`src/rtl/io_pkg.sv`:
```
// Shared definitions for the I/O handshake block: FSM state encoding and
// the board-level default debounce interval.
package io_pkg;

    typedef enum logic [2:0] {
        IDLE         = 3'd0,
        WAIT_PRESS   = 3'd1,
        WAIT_RELEASE = 3'd2,
        ACK          = 3'd3,
        WAIT_DROP    = 3'd4
    } io_state_t;

    // 10 ms at 50 MHz
    localparam int unsigned DEFAULT_DEBOUNCE_CYCLES = 500000;

endpackage

```
`src/rtl/io_handshake_if.sv`:
```
// Control-unit side of the I/O handshake: instruction requests, data words
// and the completion/busy status returned by the handshake block.
interface io_handshake_if #(
    parameter int unsigned DATA_WIDTH = 32
) ();

    logic                  is_input;
    logic                  is_output;
    logic [DATA_WIDTH-1:0] output_data;
    logic                  confirmation;
    logic                  busy;
    logic [DATA_WIDTH-1:0] input_data;

    modport master (
        output is_input,
        output is_output,
        output output_data,
        input  confirmation,
        input  busy,
        input  input_data
    );

    modport slave (
        input  is_input,
        input  is_output,
        input  output_data,
        output confirmation,
        output busy,
        output input_data
    );

endinterface

```
`src/rtl/button_debouncer.sv`:
```
// Two-flop synchronizer plus counting debouncer for the board push-button;
// emits the accepted level and one-cycle press/release pulses.
module button_debouncer
    import io_pkg::*;
#(
    parameter int unsigned DEBOUNCE_CYCLES = DEFAULT_DEBOUNCE_CYCLES
) (
    input  logic clock,
    input  logic reset,
    input  logic raw,
    output logic level,
    output logic pressed,
    output logic released
);

    localparam int unsigned CW = (DEBOUNCE_CYCLES > 1) ? $clog2(DEBOUNCE_CYCLES) : 1;
    localparam logic [CW-1:0] LAST = CW'(DEBOUNCE_CYCLES - 1);

    logic [1:0]    sync;
    logic [CW-1:0] cnt;

    always_ff @(posedge clock) begin
        if (reset) begin
            sync     <= '0;
            level    <= 1'b0;
            cnt      <= '0;
            pressed  <= 1'b0;
            released <= 1'b0;
        end else begin
            sync     <= {sync[0], raw};
            pressed  <= 1'b0;
            released <= 1'b0;
            // The sample that completes the run flips the level directly,
            // so a change needs exactly DEBOUNCE_CYCLES disagreeing samples.
            if (sync[1] != level) begin
                if (cnt == LAST) begin
                    level    <= sync[1];
                    cnt      <= '0;
                    pressed  <= sync[1];
                    released <= ~sync[1];
                end else begin
                    cnt <= cnt + 1'b1;
                end
            end else begin
                cnt <= '0;
            end
        end
    end

endmodule

```
`src/rtl/io_handshake.sv`:
```
// Button-paced I/O handshake between the control unit and the board:
// captures switches / latches display data, confirms on a debounced press+release.
module io_handshake
    import io_pkg::*;
#(
    parameter int unsigned DATA_WIDTH      = 32,
    parameter int unsigned SWITCH_WIDTH    = 16,
    parameter int unsigned DEBOUNCE_CYCLES = DEFAULT_DEBOUNCE_CYCLES
) (
    input  logic                    clock,
    input  logic                    reset,
    io_handshake_if.slave           cu,
    input  logic                    continue_raw,
    input  logic [SWITCH_WIDTH-1:0] switches,
    output logic [DATA_WIDTH-1:0]   display_data,
    output logic                    display_valid
);

    io_state_t             state;
    logic                  confirmation_q;
    logic                  busy_q;
    logic [DATA_WIDTH-1:0] input_data_q;
    logic                  btn_level;
    logic                  btn_pressed;
    logic                  btn_released;
    logic                  request;

    button_debouncer #(
        .DEBOUNCE_CYCLES(DEBOUNCE_CYCLES)
    ) u_debouncer (
        .clock   (clock),
        .reset   (reset),
        .raw     (continue_raw),
        .level   (btn_level),
        .pressed (btn_pressed),
        .released(btn_released)
    );

    assign request = cu.is_input | cu.is_output;

    always_ff @(posedge clock) begin
        if (reset) begin
            state          <= IDLE;
            confirmation_q <= 1'b0;
            busy_q         <= 1'b0;
            input_data_q   <= '0;
            display_data   <= '0;
            display_valid  <= 1'b0;
        end else begin
            confirmation_q <= 1'b0;
            unique case (state)
                IDLE: begin
                    if (request) begin
                        state  <= WAIT_PRESS;
                        busy_q <= 1'b1;
                        if (cu.is_output) begin
                            display_data  <= cu.output_data;
                            display_valid <= 1'b1;
                        end
                    end
                end
                // Only edges count, so a button already held at request time
                // must be released and pressed again.
                WAIT_PRESS: begin
                    if (!request) begin
                        state  <= IDLE;
                        busy_q <= 1'b0;
                    end else if (btn_pressed && btn_level) begin
                        state <= WAIT_RELEASE;
                        if (cu.is_input)
                            input_data_q <= DATA_WIDTH'(switches);
                    end
                end
                WAIT_RELEASE: begin
                    if (!request) begin
                        state  <= IDLE;
                        busy_q <= 1'b0;
                    end else if (btn_released && !btn_level) begin
                        state          <= ACK;
                        confirmation_q <= 1'b1;
                    end
                end
                ACK: begin
                    state <= WAIT_DROP;
                end
                WAIT_DROP: begin
                    if (!request) begin
                        state  <= IDLE;
                        busy_q <= 1'b0;
                    end
                end
                default: begin
                    state  <= IDLE;
                    busy_q <= 1'b0;
                end
            endcase
        end
    end

    assign cu.confirmation = confirmation_q;
    assign cu.busy         = busy_q;
    assign cu.input_data   = input_data_q;

endmodule
```
`src/flat_wrapper.sv`:
```
// flat-port wrapper written by rule: the top's interface ports become plain ports
module io_handshake_flat import io_pkg::*;
#(
    parameter int unsigned DATA_WIDTH      = 32,
    parameter int unsigned SWITCH_WIDTH    = 16,
    parameter int unsigned DEBOUNCE_CYCLES = DEFAULT_DEBOUNCE_CYCLES
)
  (clock, reset, continue_raw, switches, display_data, display_valid, cu_is_input, cu_is_output, cu_output_data, cu_confirmation, cu_busy, cu_input_data);
  io_handshake_if #(.DATA_WIDTH(DATA_WIDTH)) cu_i ();
  input  logic clock;
  input  logic reset;
  input  logic continue_raw;
  input  logic [SWITCH_WIDTH-1:0] switches;
  output logic [DATA_WIDTH-1:0] display_data;
  output logic display_valid;
  input wire logic [$bits(cu_i.is_input)-1:0] cu_is_input;
  input wire logic [$bits(cu_i.is_output)-1:0] cu_is_output;
  input wire logic [$bits(cu_i.output_data)-1:0] cu_output_data;
  output wire logic [$bits(cu_i.confirmation)-1:0] cu_confirmation;
  output wire logic [$bits(cu_i.busy)-1:0] cu_busy;
  output wire logic [$bits(cu_i.input_data)-1:0] cu_input_data;
  assign cu_i.is_input = cu_is_input;
  assign cu_i.is_output = cu_is_output;
  assign cu_i.output_data = cu_output_data;
  assign cu_confirmation = cu_i.confirmation;
  assign cu_busy = cu_i.busy;
  assign cu_input_data = cu_i.input_data;
  io_handshake #(.DATA_WIDTH(DATA_WIDTH), .SWITCH_WIDTH(SWITCH_WIDTH), .DEBOUNCE_CYCLES(DEBOUNCE_CYCLES)) u_core (.clock(clock), .reset(reset), .cu(cu_i), .continue_raw(continue_raw), .switches(switches), .display_data(display_data), .display_valid(display_valid));
endmodule
```
`config.mk`:
```
export PLATFORM = sky130hd
export DESIGN_NAME = io_handshake_flat
export DESIGN_NICKNAME = d
export VERILOG_FILES = /design/src/rtl/io_pkg.sv /design/src/rtl/io_handshake_if.sv /design/src/rtl/button_debouncer.sv /design/src/rtl/io_handshake.sv /design/src/flat_wrapper.sv
export SDC_FILE = /design/constraint.sdc
export NUM_CORES = 1
export LEC_CHECK = 0
export BUFFER_PORTS_ARGS = -buffer_cell sky130_fd_sc_hd__buf_2
export CAP_MARGIN = 20
export CORE_ASPECT_RATIO = 0.8
export CORE_UTILIZATION = 52
export CTS_CLUSTER_DIAMETER = 80
export DETAILED_ROUTE_END_ITERATION = 12
export HOLD_SLACK_MARGIN = 0.1
export PLACE_DENSITY = 0.93
export RECOVER_POWER = 100
export SLEW_MARGIN = 0
export SYNTH_ARGS = -nofsm -noshare
export SYNTH_HDL_FRONTEND = slang
export SYNTH_SLANG_ARGS = --single-unit
```
`constraint.sdc`:
```
create_clock -name clock -period 5.3 [get_ports clock]
set_input_delay 0.53 -clock clock [delete_from_list [all_inputs] [get_ports clock]]
set_output_delay 0.53 -clock clock [all_outputs]
set_load 0.02 [all_outputs]
```
==> metrics.txt, run 1 <==
cell depth of the worst flop-to-flop path 5; Max VDD drop 0.191 mV; critical path launch point type flop; root buffer cell clkbuf_8; area added between synthesis and finish 22.3%; clock latency on the worst-skew pair 0.35 ns; HP Class in -> reg; area of the core 0.00562 mm2; Initial DRC Count 156; share of layout cells above drive strength 1 17.2%; Synth area leaders dfxtp_1 (50%), nand2_1 (8.7%), a21oi_1 (6.7%); TritonCTS clock tree yes; IO Port Bufs 103; failing checks max-capacitance violations, max-slew violations; Max Transition Viols Final 76; CTS sink count 78; IO Count 120; largest net degree at the start of global routing 58; post-synthesis cell area 0.00312 mm2; max frequency 314 MHz; detailed-router iteration count before antenna repair 4; starting density of the core 55.5%; grt total ovfl 0; final hold violation count 0; Die Wd 88.6 um; Synth Warn # 0; DP Wirelength 4590 um; Final min period 3.18 ns; vias in the first global route 2509; worst-case clock skew 0.00730 ns; clock tree buffer depth 2; setup TNS 0 ns; drt drc 0; Clock transition at path regs 0.08 ns; Crit path required time 5.44 ns; Distinct cells, synth 42; Lkg Pwr 1.45 nW; Hold Buf Count CTS 0; Global Route Usage Sum 22.4%; final std cells w/o fill 537; initial antenna violation count 0; Synth top area share 50.1%; Antenna Nets Post-Route 0; crit share post-route 60.0%; Worst Setup End Kind flop; Max Cap Viol 2; unrepaired setup endpoints after global routing false; RePlAce Congestion 0.925; placed cell count 520; hold depth 2; Via Count 2712; WL/cell 13.0 um; first-pass GRT wire length 10800 um; # resized after CTS 0; vias per cell 5.05; H-tree levels 3; DRT Wirelength 6990 um; critical path data arrival time 3.32 ns; setup bufs post-CTS 0; TritonCTS buffer count 9; synthesized area per cell 8.68 um2; Final setup viols 0; status finished, violations left; NumNets Final 508; commonest cells after routing, fill and taps aside dfxtp_1 (78), nand2_1 (72), clkbuf_1 (53); kind of critical path reg -> reg; register area share after synthesis 50.1%; Slew @ Worst Pin 2.34 ns; Std-Cell Rows 24; largest area contributor in the netlist dfxtp_1; most common cell after layout, fill and taps aside dfxtp_1; ant diodes 0; Die Ht 71.2 um; Yosys reg bits 78; crit path max fanout 17; Pwr per Cell Area 341 mW/mm2; Synth Instances 359; die area 0.00631 mm2; Slew headroom -55.8%
report_power, final:
part	internal, mW	switching (mW)	total (mW)
combinational	0.0344	0.0701	0.105
clock	0.375	0.206	0.582
sequential	0.602	0.0101	0.612
total	1.01	0.287	1.30
flip-flops by register name, indices dropped and copies added, names as in the netlist:
name and cells:
u_core.state 3, u_core.u_debouncer.pressed 1, u_core.cu.confirmation 1, u_core.u_debouncer.released 1
u_core.display_data 32, u_core.u_debouncer.level 1, u_core.cu.busy 1, u_core.display_valid 1
u_core.u_debouncer.sync 2, u_core.u_debouncer.cnt 19, u_core.cu.input_data 16
worst max-delay path: stages, from the launching register on:
cell	delay, ns
dfxtp_1	0.36
ha_1	0.24
and4_1	0.34
nand4_1	0.23
o31ai_1	1.63
nor2_1	0.17
Yosys cell counts:
library cell / number
nand2b_1: 2
and3_2: 1
and4_2: 1
xor2_1: 9
xnor2_1: 3
o31ai_4: 1
nor4b_2: 1
nand4_2: 1
buf_4: 18
and3_1: 2
dfxtp_1: 78
nand3_1: 6
nor2_1: 36
or4_4: 1
a21oi_2: 1
a22oi_1: 1
mux2i_1: 16
nand2_1: 72
nand4_1: 6
inv_1: 3
and2_1: 2
nor2b_1: 3
clkbuf_1: 16
or4_1: 1
nor3b_1: 2
nor4_1: 2
or3_2: 2
a21oi_1: 42
a211o_1: 1
nor3_1: 3
nand3b_1: 1
or4b_4: 1
ha_1: 1
or3_1: 7
a2bb2oi_1: 1
nor4b_1: 1
buf_2: 3
o21ai_0: 6
conb_1: 1
nand4b_1: 1
o31ai_1: 2
and4_1: 1
cell families after synthesis:
kind of cell,after synthesis,synth area share [%]
DFF,78,50.1
other,1,0.120
AOI/OAI and AO/OA,55,9.96
buffers and inverters,40,7.11
and+or+nand+nor,156,23.8
muxes,16,5.14
adders and majority gates,1,0.401
xor gates and xnor gates,12,3.37
final timing paths:
| kind | startpoint | endpoint | slack [ns] |
|---|---|---|---|
| worst max register to register | u_core.u_debouncer.cnt[0]$_SDFF_PP0_ | u_core.u_debouncer.cnt[14]$_SDFF_PP0_ | 2.12 |
| worst max-delay path | u_core.u_debouncer.cnt[0]$_SDFF_PP0_ | u_core.u_debouncer.cnt[14]$_SDFF_PP0_ | 2.12 |
| worst min-delay path | continue_raw | u_core.u_debouncer.sync[0]$_SDFF_PP0_ | 0.39 |
| worst min register to register | u_core.u_debouncer.sync[0]$_SDFF_PP0_ | u_core.u_debouncer.sync[1]$_SDFF_PP0_ | 0.45 |
per-stage QoR:
| step | instance area, um2 | power [mW] | setup WS, ns | hold WS, ns | util [%] |
|---|---|---|---|---|---|
| CTS | 3870 | 1.31 | 3.12 | 0.381 | 69.0 |
| global placement | 3600 | 0.726 | 3.33 | 0.423 | 64.2 |
| global route | 3810 | 1.34 | 1.90 | 0.413 | 67.9 |
| detailed placement | 3600 | 0.729 | 3.20 | 0.428 | 64.2 |
| floorplan | 3170 | 0.697 | 3.52 | 0.413 | - |
| finish | 3810 | 1.30 | 2.12 | 0.389 | 67.9 |
cell type report:
type	instances	area, um2
Multi-Input combinational cell	256	1390
Fill cell	470	1800
Timing Repair Buffer	106	480
Clock buffer	11	141
Sequential cell	78	1560
Inverter	3	11.3
Clock inverter	5	129
Tap cell	78	97.6
routing by layer:
metal,GRT usage [%],vias up,wire length (um)
met4,11.6,0,100
met1,25.0,1227,2930
met5,0,-,0
li1,-,1360,-
met3,6.11,9,440
met2,38.8,116,3510
Power figures use the tool's default switching activity.
==> inputs of run 2 (changes only) <==
- ABC_AREA: default -> 1
- CORE_UTILIZATION: 52 -> 50
- PLACE_DENSITY: 0.93 -> 0.89
- clock period: 5.3 -> 3.2 ns (I/O delays scaled with it)
==> metrics.txt, run 2 <==
Hold Path End u_core.u_debouncer.sync[0]$_SDFF_PP0_; Synth Instances 448; Crit path required time 3.42 ns; Synth Warn # 0; Worst Setup End Kind flop; initial antenna violation count 0; Global Route Usage Sum 21.6%; cell depth of the worst flop-to-flop path 6; Clock transition at path regs 0.08 ns; Die Ht 76.1 um; Seq pwr share 45.2%; TritonCTS clock tree yes; vias in the first global route 2883; Via Count 3132; IO Port Bufs 103; post-synthesis async set-or-reset flop share 0%; NumNets Final 596; P_sw 0.902 mW; overall power 2.52 mW; DRT Wirelength 7610 um; die area 0.00720 mm2; TritonCTS buffer count 9; EDFF count, synth 0; worst-path cell chain clkbuf_1, inv_1, o21ai_0, nor2_1; register area share after synthesis 45.5%; ant diodes 0; Hold Startpoint continue_raw; detailed-router iteration count before antenna repair 4; top_reg_cell synth dfxtp_1; Slew headroom -13.0%; Hold Buf Count CTS 0; Filler Cell Count 601; Distinct cells, synth 36; setup bufs post-CTS 0; Final setup viols 0; max incr delay on CP 1.20 ns; Max Cap Viol 1; vias per cell 4.96; starting density of the core 52.7%; worst r2r src u_core.state[2]$_SDFFE_PP0P_; post-synthesis cell area 0.00343 mm2; IO Count 120; commonest cells after routing, fill and taps aside nand2_1 (94), dfxtp_1 (78), nor2_1 (55); power share of the clock group 28.6%; # resized after CTS 0; Max Transition Viols Final 41; Max VDD drop 0.303 mV; setup TNS 0 ns; crit share post-route 77.0%; combinational share of power 26.2%; Lkg Pwr 1.56 nW; largest net degree at the start of global routing 41; reg2reg setup slack 1.08 ns; Std-Cell Rows 26; WL/cell 12.1 um; worst-case clock skew 0.00902 ns; fin util 61.0%; Top Family by Delay on Critical Path buffers and inverters; area of the core 0.00651 mm2; Synth area leaders dfxtp_1 (46%), nand2_1 (10%), a21oi_1 (6.6%); most common cell after layout, fill and taps aside nand2_1; kind of critical path in -> reg; Final min period 2.46 ns; synth cell count leaders nand2_1 (94), dfxtp_1 (78), nor2_1 (55), a21oi_1 (45), nand3_1 (45); max reg flops 32; status finished, violations left; DP Wirelength 5300 um; Synth top area share 45.5%; Die Wd 94.6 um; H-tree levels 3; max frequency 406 MHz; crit path max fanout 40; CTS sink count 78; drt drc 0; share of layout cells above drive strength 1 18.3%; Yosys reg bits 78; Top reg by flops u_core.display_data; clock latency on the worst-skew pair 0.35 ns; most common cell in the netlist nand2_1; Initial DRC Count 185; failing checks max-capacitance violations, max-slew violations; R2R Path End u_core.display_data[11]$_SDFFE_PP0P_; first-pass GRT wire length 12400 um; critical path data arrival time 2.69 ns; CP Buf/Inv Count 2; Int Power 1.62 mW; CP max-delay cell clkbuf_1; clock tree buffer depth 2; largest area contributor in the netlist dfxtp_1; grt total ovfl 0; hold depth 3; Slew @ Worst Pin 1.69 ns; Antenna Nets Post-Route 0; synthesized area per cell 7.66 um2; RePlAce Congestion 0.909; Pwr per Cell Area 635 mW/mm2; critical path launch point type primary input; area added between synthesis and finish 15.6%; final hold violation count 0; root buffer cell clkbuf_8; HP Class in -> reg; unrepaired setup endpoints after global routing false; Sw Share 35.8%
## run 2: per-layer routing
layer	vias to the layer above	GRT usage (%)	part of all wire, %
met2	94	36.6	50
met1	1434	25.3	43
met4	0	9.24	1.2
li1	1595	-	-
met5	-	0	0
met3	9	5.79	5.4
## run 2: how the worst max path moves through the flow
stage | start | to | slack, ns | depth (start not counted)
finish | reset | u_core.cu.input_data[0]$_SDFFE_PP0P_ | 0.74 | 4
detailed placement | u_core.state[2]$_SDFFE_PP0P_ | u_core.display_data[11]$_SDFFE_PP0P_ | 1.24 | 6
CTS | u_core.state[2]$_SDFFE_PP0P_ | u_core.display_data[11]$_SDFFE_PP0P_ | 1.24 | 6
global route | reset | u_core.cu.input_data[0]$_SDFFE_PP0P_ | 0.56 | 4
floorplan | u_core.u_debouncer.cnt[0]$_SDFF_PP0_ | u_core.u_debouncer.cnt[13]$_SDFF_PP0_ | 1.75 | 7
global placement | u_core.state[2]$_SDFFE_PP0P_ | u_core.display_data[6]$_SDFFE_PP0P_ | 1.36 | 6
## run 2: per-stage QoR
step | worst slack, ns | area [um2] | cells | hold WS, ns
after floorplan | 1.75 | 3490 | 463 | 0.388
after global placement | 1.36 | 3840 | 615 | 0.403
after detailed placement | 1.24 | 3840 | 615 | 0.418
after CTS | 1.24 | 4030 | 631 | 0.156
after global routing | 0.557 | 3970 | 631 | 0.149
final | 0.737 | 3970 | 631 | 0.167
## run 2: layout make-up
cell class	count	area [um2]	area share, %
Sequential cell	78	1560	39.4
Timing Repair Buffer	103	450	11.4
Clock inverter	5	58.8	1.48
Clock buffer	11	131	3.31
Tap cell	84	105	2.65
Inverter	26	101	2.55
Multi-Input combinational cell	324	1560	39.3
## run 2: power groups by stage
stage	Combinational [mW]	Clock [mW]	Sequential (mW)
2_1_floorplan	0.514	0	1.24
3_3_place_gp	0.660	0	1.15
3_5_place_dp	0.679	0	1.16
4_1_cts	0.682	0.733	1.14
5_1_grt	0.742	0.771	1.15
6_report	0.661	0.720	1.14
## run 2: worst min-delay path, cell delays in order
cell    delay [ns]
buf_2         0.08
inv_1         0.03
nor2_1        0.06
## run 2: kinds of logic (layout without fill, tap and decap cells)
group | count (synthesis) | after routing | share of synthesized area, %
AOI/OAI and AO/OA | 63 | 63 | 9.52
xor gates and xnor gates | 9 | 9 | 2.30
adders and majority gates | 1 | 1 | 0.365
buffers and inverters | 61 | 145 | 10.7
DFF | 78 | 78 | 45.5
other | 1 | 16 | 0.109
and+or+nand+nor | 235 | 235 | 31.5
